## config.mk

```make
export PLATFORM = sky130hd
export DESIGN_NAME = demux_1_8_deser
export DESIGN_NICKNAME = d
export VERILOG_FILES = /design/src/rtl/demux_pkg.sv /design/src/rtl/demux_1_n.sv /design/src/rtl/demux_1_8_deser.sv
export SDC_FILE = /design/constraint.sdc
export NUM_CORES = 1
export LEC_CHECK = 0
export ABC_AREA = 1
export CELL_PAD_IN_SITES_DETAIL_PLACEMENT = 1
export CELL_PAD_IN_SITES_GLOBAL_PLACEMENT = 1
export CORE_UTILIZATION = 30
export CTS_CLUSTER_SIZE = 25
export DETAILED_ROUTE_END_ITERATION = 10
export GPL_ROUTABILITY_DRIVEN = 0
export PLACE_DENSITY_LB_ADDON = 0.3
export SLEW_MARGIN = 30
export SYNTH_ARGS = -nofsm -noshare
export SYNTH_HDL_FRONTEND = slang
export SYNTH_HIERARCHICAL = 1
export SYNTH_SLANG_ARGS = --single-unit
```

## constraint.sdc

```tcl
create_clock -name clk -period 2.96 [get_ports clk]
set_input_delay 0.888 -clock clk [delete_from_list [all_inputs] [get_ports clk]]
set_output_delay 0.888 -clock clk [all_outputs]
set_load 0.1 [all_outputs]
```

## src/rtl/demux_pkg.sv

```systemverilog
// Shared sizing and FSM encoding for the 1:W serial-to-parallel receive path.
package demux_pkg;
    localparam int DEMUX_W     = 8;
    localparam int DEMUX_SEL_W = $clog2(DEMUX_W);

    typedef enum logic {
        COLLECT = 1'b0,
        HOLD    = 1'b1
    } state_t;
endpackage

```

## src/rtl/demux_1_n.sv

```systemverilog
// Combinational 1:W one-hot write-enable decoder, select decoding matching mux_8_1.
module demux_1_n
    import demux_pkg::*;
#(
    parameter int W     = DEMUX_W,
    parameter int SEL_W = $clog2(W)
) (
    input  logic [SEL_W-1:0] sel,
    input  logic             en,
    output logic [W-1:0]     we
);

    always_comb begin
        we = '0;
        if (en) we[sel] = 1'b1;
    end

endmodule

```

## src/rtl/demux_1_8_deser.sv

```systemverilog
// Serial-to-parallel deserializer: one accepted bit per beat fills slot sel of a W-bit
// word, presented on a registered valid/ready port with one word of back-pressure buffering.
module demux_1_8_deser
    import demux_pkg::*;
#(
    parameter int W         = DEMUX_W,
    parameter int SEL_W     = $clog2(W),
    parameter bit MSB_FIRST = 1'b0
) (
    input  logic             clk,
    input  logic             rst,
    input  logic             din,
    input  logic             din_valid,
    output logic             din_ready,
    output logic [W-1:0]     dout,
    output logic             dout_valid,
    input  logic             dout_ready,
    output logic [SEL_W-1:0] sel
);

    localparam logic [SEL_W-1:0] LAST = SEL_W'(W - 1);

    state_t           state, state_nxt;
    logic [SEL_W-1:0] cnt;
    logic [SEL_W-1:0] slot;
    logic [W-1:0]     col_buf;
    logic [W-1:0]     word_nxt;
    logic [W-1:0]     we;
    logic             accept;
    logic             word_done;
    logic             out_free;
    logic             load_new;
    logic             load_held;

    assign slot      = MSB_FIRST ? (LAST - cnt) : cnt;
    assign sel       = slot;
    assign din_ready = (state == COLLECT);
    assign accept    = din_valid && din_ready;
    assign word_done = accept && (cnt == LAST);
    assign out_free  = !dout_valid || dout_ready;

    demux_1_n #(
        .W     (W),
        .SEL_W (SEL_W)
    ) u_dec (
        .sel (slot),
        .en  (accept),
        .we  (we)
    );

    // The word including this beat's bit, so the final beat can load dout directly.
    assign word_nxt = (col_buf & ~we) | ({W{din}} & we);

    always_comb begin
        state_nxt = state;
        load_new  = 1'b0;
        load_held = 1'b0;
        case (state)
            COLLECT: begin
                if (word_done) begin
                    if (out_free) load_new  = 1'b1;
                    else          state_nxt = HOLD;
                end
            end
            HOLD: begin
                if (dout_ready) begin
                    load_held = 1'b1;
                    state_nxt = COLLECT;
                end
            end
            default: state_nxt = COLLECT;
        endcase
    end

    always_ff @(posedge clk or posedge rst) begin
        if (rst) begin
            state   <= COLLECT;
            cnt     <= '0;
            col_buf <= '0;
        end else begin
            state <= state_nxt;
            if (accept) begin
                cnt     <= cnt + 1'b1;
                col_buf <= word_nxt;
            end
        end
    end

    // Output register: a new word replaces a consumed one in the same edge, no bubble.
    always_ff @(posedge clk or posedge rst) begin
        if (rst) begin
            dout       <= '0;
            dout_valid <= 1'b0;
        end else if (load_new) begin
            dout       <= word_nxt;
            dout_valid <= 1'b1;
        end else if (load_held) begin
            dout       <= col_buf;
            dout_valid <= 1'b1;
        end else if (dout_ready) begin
            dout_valid <= 1'b0;
        end
    end

endmodule
```

==> After elaboration in Yosys (flattened, before gate mapping) <==
Index checks and enable logic that the tools add are counted.
{ "word_totals": {"reg_bits": 21, "input_bits": 5, "output_inout_bits": 13, "elab_cells": 38} }
{ "op_classes": {"addsub": 1, "magnitude_cmp": 2, "eq_ne": 1, "muxes": 17, "n_bitwise": 5, "reduce_logical": 7} }
{ "ops": {"columns": ["cell", "n"], "rows": [
  ["2-to-1 mux 8 bit", 3],
  ["AND 8 bit", 2],
  ["2-to-1 mux 1 bit", 12],
  ["NOT 8 bit", 1],
  ["bitwise OR 8 bit", 1],
  ["less-than comparator 3 x 4 -> 1 bit (second input constant)", 1],
  ["adder 3 x 1 -> 3 bit (second input constant)", 1],
  ["demux 1 bit (select 3 bit)", 1],
  ["== test 3 bit (second input constant)", 1],
  [">= comparator 3 x 1 -> 1 bit (second input constant)", 1],
  ["logical AND 1 bit", 3],
  ["nonzero test 3 bit", 1],
  ["one-hot mux 1 bit (2 select lines)", 1],
  ["nonzero test 2 bit", 1],
  ["logical NOT 1 bit", 1],
  ["logical OR 1 bit", 1],
  ["NOT 1 bit", 1]
]} }

==> Longest topological paths before layout <==
{ "logic_depth": {"depth_word": 9, "ltp_mapped": 9, "ltp_nobuf": 9} }

==> Cells and area by module <==
Netlist, hierarchy kept.
{ "by_module_without_submodules": {"columns": ["mod", "n_inst", "cells_per_inst", "area_each_um2", "seq_area_each_um2"], "rows": [
  ["demux_1_8_deser", 1, 129, 1023.5, 525.5],
  ["demux_1_n", 1, 17, 63.8, 0.0]
]} }

==> Worst setup path after synthesis <==
OpenSTA, ideal clock, no wires.
{ "synth_timing": {"kind": "reg-to-reg", "startpoint": "register cnt[1] (netlist: sel[1])", "endpoint": "register dout[2]", "setup_time_ns": 0.121, "arrival_time_ns": 1.986, "required_time_ns": 2.839, "setup_slack_ns": 0.853, "path_stages_with_launch": 8, "n_path_buf": 0, "synth_period_minus_slack_ns": 2.107, "path_cell_list": "dfrtp_1 ha_1 ha_1 nand3_1 nor2_2 nand2_1 nand2_1 nand2_1"} }
{ "synth_between": {"elab_chain_cells": 9, "word_cells_on_any_way": 16, "classes_between": "order compare (2); eq/ne (1); mux (6); bitwise (4); reduce/logical (3)"} }
{ "synth_rtl": {"columns": ["item", "line_no", "text"], "rows": [
  ["start, declared", "demux_1_8_deser.sv:24", "logic [SEL_W-1:0] cnt;"],
  ["start signal, assigned", "demux_1_8_deser.sv:83", "cnt <= cnt + 1'b1;"],
  ["less-than comparator 3 x 4 -> 1 bit (implied by the code) / >= comparator 3 x 1 -> 1 bit (equally long branches)", "demux_1_n.sv:15", "if (en) we[sel] = 1'b1;"],
  ["logical AND 1 bit (implied by the code)", "demux_1_n.sv:15", null],
  ["2-to-1 mux 1 bit (implied by the code)", "demux_1_n.sv:15", null],
  ["demux 1 bit (select 3 bit)", null, null],
  ["2-to-1 mux 8 bit", "demux_1_n.sv:15", null],
  ["NOT 8 bit", "demux_1_8_deser.sv:52", "assign word_nxt = (col_buf & ~we) | ({W{din}} & we);"],
  ["AND 8 bit", "demux_1_8_deser.sv:52", null],
  ["bitwise OR 8 bit", "demux_1_8_deser.sv:52", null],
  ["2-to-1 mux 8 bit", "demux_1_8_deser.sv:94", "end else if (load_new) begin"],
  ["end signal, assigned", "demux_1_8_deser.sv:95", "dout <= word_nxt;"],
  ["end signal, assigned", "demux_1_8_deser.sv:98", "dout <= col_buf;"],
  ["end, declared", "demux_1_8_deser.sv:15", "output logic [W-1:0] dout,"]
]} }
Parallel ways exist; a longest one is shown, timed or not.
A chain may end at the register's enable or synchronous reset.

==> Worst setup path in the final report <==
{ "layout_timing": {"startpoint": "input din_valid", "endpoint": "register dout[2]"} }
{ "layout_between": {"elab_chain_cells": 6, "word_cells_on_any_way": 11, "classes_between": "mux (4); bitwise (4); reduce/logical (3)"} }
{ "layout_rtl": {"columns": ["item", "line_no", "text"], "rows": [
  ["start, declared", "demux_1_8_deser.sv:13", "input logic din_valid,"],
  ["logical AND 1 bit (*)", "demux_1_8_deser.sv:38", "assign accept = din_valid && din_ready;"],
  ["net accept", "demux_1_8_deser.sv:29", "logic accept;"],
  ["2-to-1 mux 8 bit (*)", "demux_1_n.sv:15", null],
  ["net we[2]", "demux_1_8_deser.sv:28", "logic [W-1:0] we;"],
  ["NOT 8 bit", "demux_1_8_deser.sv:52", null],
  ["AND 8 bit", "demux_1_8_deser.sv:52", null],
  ["bitwise OR 8 bit (*)", "demux_1_8_deser.sv:52", null],
  ["2-to-1 mux 8 bit (*)", "demux_1_8_deser.sv:94", null]
]} }
The timed path passes the listed nets; every way through them passes the cells marked *.

==> impl_metrics.ini <==
[synthesis]
yosysUniqueCellTypes = 16
async_reset_ff_share_pct = 100
yosys-top-cells-count = nand2_1 (69), dfrtp_1 (21), o21ai_0 (16)
yosys.area.top_type = dfrtp_1
synth_nets = 153
synth_top_cell_area_share_pct = 48.3
synth_edf_count = 0
synth.avg_cell_area_sq_um = 7.45
synth.area.top_cells = dfrtp_1 (48%), nand2_1 (24%), o21ai_0 (7.4%)
netlist_area_sq_um = 1090
synth-warning-count = 6
syn_inst = 146
ys_ff_latch = 21
synth_ff_type = dfrtp_1
yosysMostFrequentCell = nand2_1
synth-seq-area-share_pct = 48.3

[cts]
postCtsSetupRepairBufs = 0
cts_hold_buffers = 0
clk_pin_slew_ns = 0.12
cts_max_level = 1
root_buffer = clkbuf_4
cts_made_buffers = 3
cts_tree = built
insertion_delay_ns = 0.30
cts.path.max_buffers = 2
cts_resized = 0
clkSinkCount = 21

[min_path]
hp-class = reg -> reg
hold_end = dout[4]
hp-start = dout[4]
holdPathStages = 2

[sta]
fin_crit_ns = 2.16
finalCritPeriodShare_pct = 72.9
max_freq_mhz = 463
finClkSkew_ns = 0.00307
rsz0062_at_grt = no
finalMaxSlewViolations = 0
hold_viol = 0
max-slew-margin-rel_pct = 75.2
fin_tns_setup_ns = 0
setup_viol = 0
tightestPinTransition_ns = 0.372

[route]
wl_met1_mm = 1.34
firstDrtPassIters = 3
wl_per_cell_um = 12.9
drtIter0Drc = 24
dr_total_vias = 983
met2_length_mm = 1.32
highest-signal-layer = met4
ant_nets = 0
vias_per_cell = 4.64
dr_wl_met3_um = 58
wl_mm = 2.74
drc = 0

[global_route]
track_usage_pct = 16.0
grt_pass1_wl_mm = 4.84
grt-ovfl-total = 0
antenna_found_initial = 0
grt_max_degree = 22
grt_pass1_vias = 1013

[finish]
drive_gt1_share_pct = 14.5
final_cell_count_no_fill = 212
syn_to_final_growth_pct = 19.6
register_area_sq_um = 526
nFillCells = 443
final_nets = 174
antenna_cells = 0
multiInputGateArea_sq_um = 504

[placed_design]
place_inst = 208
dp_hpwl_mm = 2.02
io_buffers = 17

[floorplan]
io_pins = 18
die_area_sq_um = 3870
core-area_sq_um = 3420
rows = 21
die_x_um = 62.2
die_h_um = 62.2
initial_core_util_pct = 31.8

[worst_setup_path]
cp-end-kind = flip-flop
critPathLaunchType = input pin
r2r-end = dout[5]
worstRegToRegCells = 7
cp_data_arrival_time_ns = 2.36
rr_startpoint = sel[1]
crit_fanout = 7
r2r_setup_slack_ns = 1.29
criticalPathCategory = in -> reg
critical_path_required_ns = 3.16

[outcome]
status = complete, no violations

[job]
maxCapViolations = 0
-- metal layers --
layer  up-vias  GRT usage (%)
met3         2           2.21
met2        11           27.5
met1       473           20.5
met5         -              0
met4         0           5.23
li1        497              -
-- metrics by stage --
stage	cell area, sq um	worst slack [ns]	hold WS (ns)	utilization, %
finish	1300	0.802	0.522	38.1
global route	1300	0.618	0.562	38.1
CTS	1300	0.793	0.531	38.1
detailed placement	1270	0.468	0.500	37.3
global placement	1270	0.515	0.488	37.3
floorplan	1090	0.853	0.470	-
-- registers in the layout (all words and copies together), names as in the netlist --
signal,flops
col_buf,8
dout,8
dout_valid,1
sel,3
state,1
-- area by class of cell --
cell class / count / area share [%]
multi-input cells: 112 / 38.8
repair buffers: 18 / 11.2
inverters: 11 / 3.18
clock buffers: 4 / 2.02
flip-flops and latches: 21 / 40.4
well taps: 46 / 4.43
-- cells by family (layout without fill, tap and decap cells) --
kind of cell	count (synthesis)	count (layout)	synth area share, %
flops	21	21	48.3
simple gates	92	92	35.3
compound gates	17	17	7.94
xor+xnor	1	1	0.806
buf+inv	13	33	5.29
fa+ha+maj	2	2	2.30
-- critical path, cell delays in order --
cell and delay (ns):
clkdlybuf4s50_1 0.49, inv_1 0.07, nor2_4 0.20, nand2_1 0.15, nor2_1 0.17, nand2_1 0.07, o21ai_0 0.12, nand2_1 0.09
nand2_1 0.08, nand2_1 0.04
-- how the worst max path moves through the flow --
| stage | endpoint | from | slack [ns] | cells past startpoint |
|---|---|---|---|---|
| CTS | dout[4] | din_valid | 0.79 | 10 |
| floorplan | dout[2] | sel[1] | 0.85 | 7 |
| detailed placement | dout[4] | din_valid | 0.47 | 10 |
| global route | dout[2] | din_valid | 0.62 | 10 |
| global placement | dout[4] | din_valid | 0.52 | 10 |
| finish | dout[2] | din_valid | 0.80 | 10 |
-- cells in the final DEF, fill, tap and decap left out, drive strengths merged --
| master | netlist | routed |
|---|---|---|
| buf | 2 | 14 |
| xor2 | 1 | 1 |
| inv | 11 | 11 |
| nand3 | 11 | 11 |
| clkbuf | 0 | 4 |
| o22ai | 1 | 1 |
| ha | 2 | 2 |
| clkdlybuf4s50 | 0 | 4 |
| o21ai | 16 | 16 |
| nand2 | 70 | 70 |
| dfrtp | 21 | 21 |
| nor2 | 11 | 11 |
Power is not shown: default switching activity piles up to over one toggle a cycle in this logic, so the estimate is an artifact.
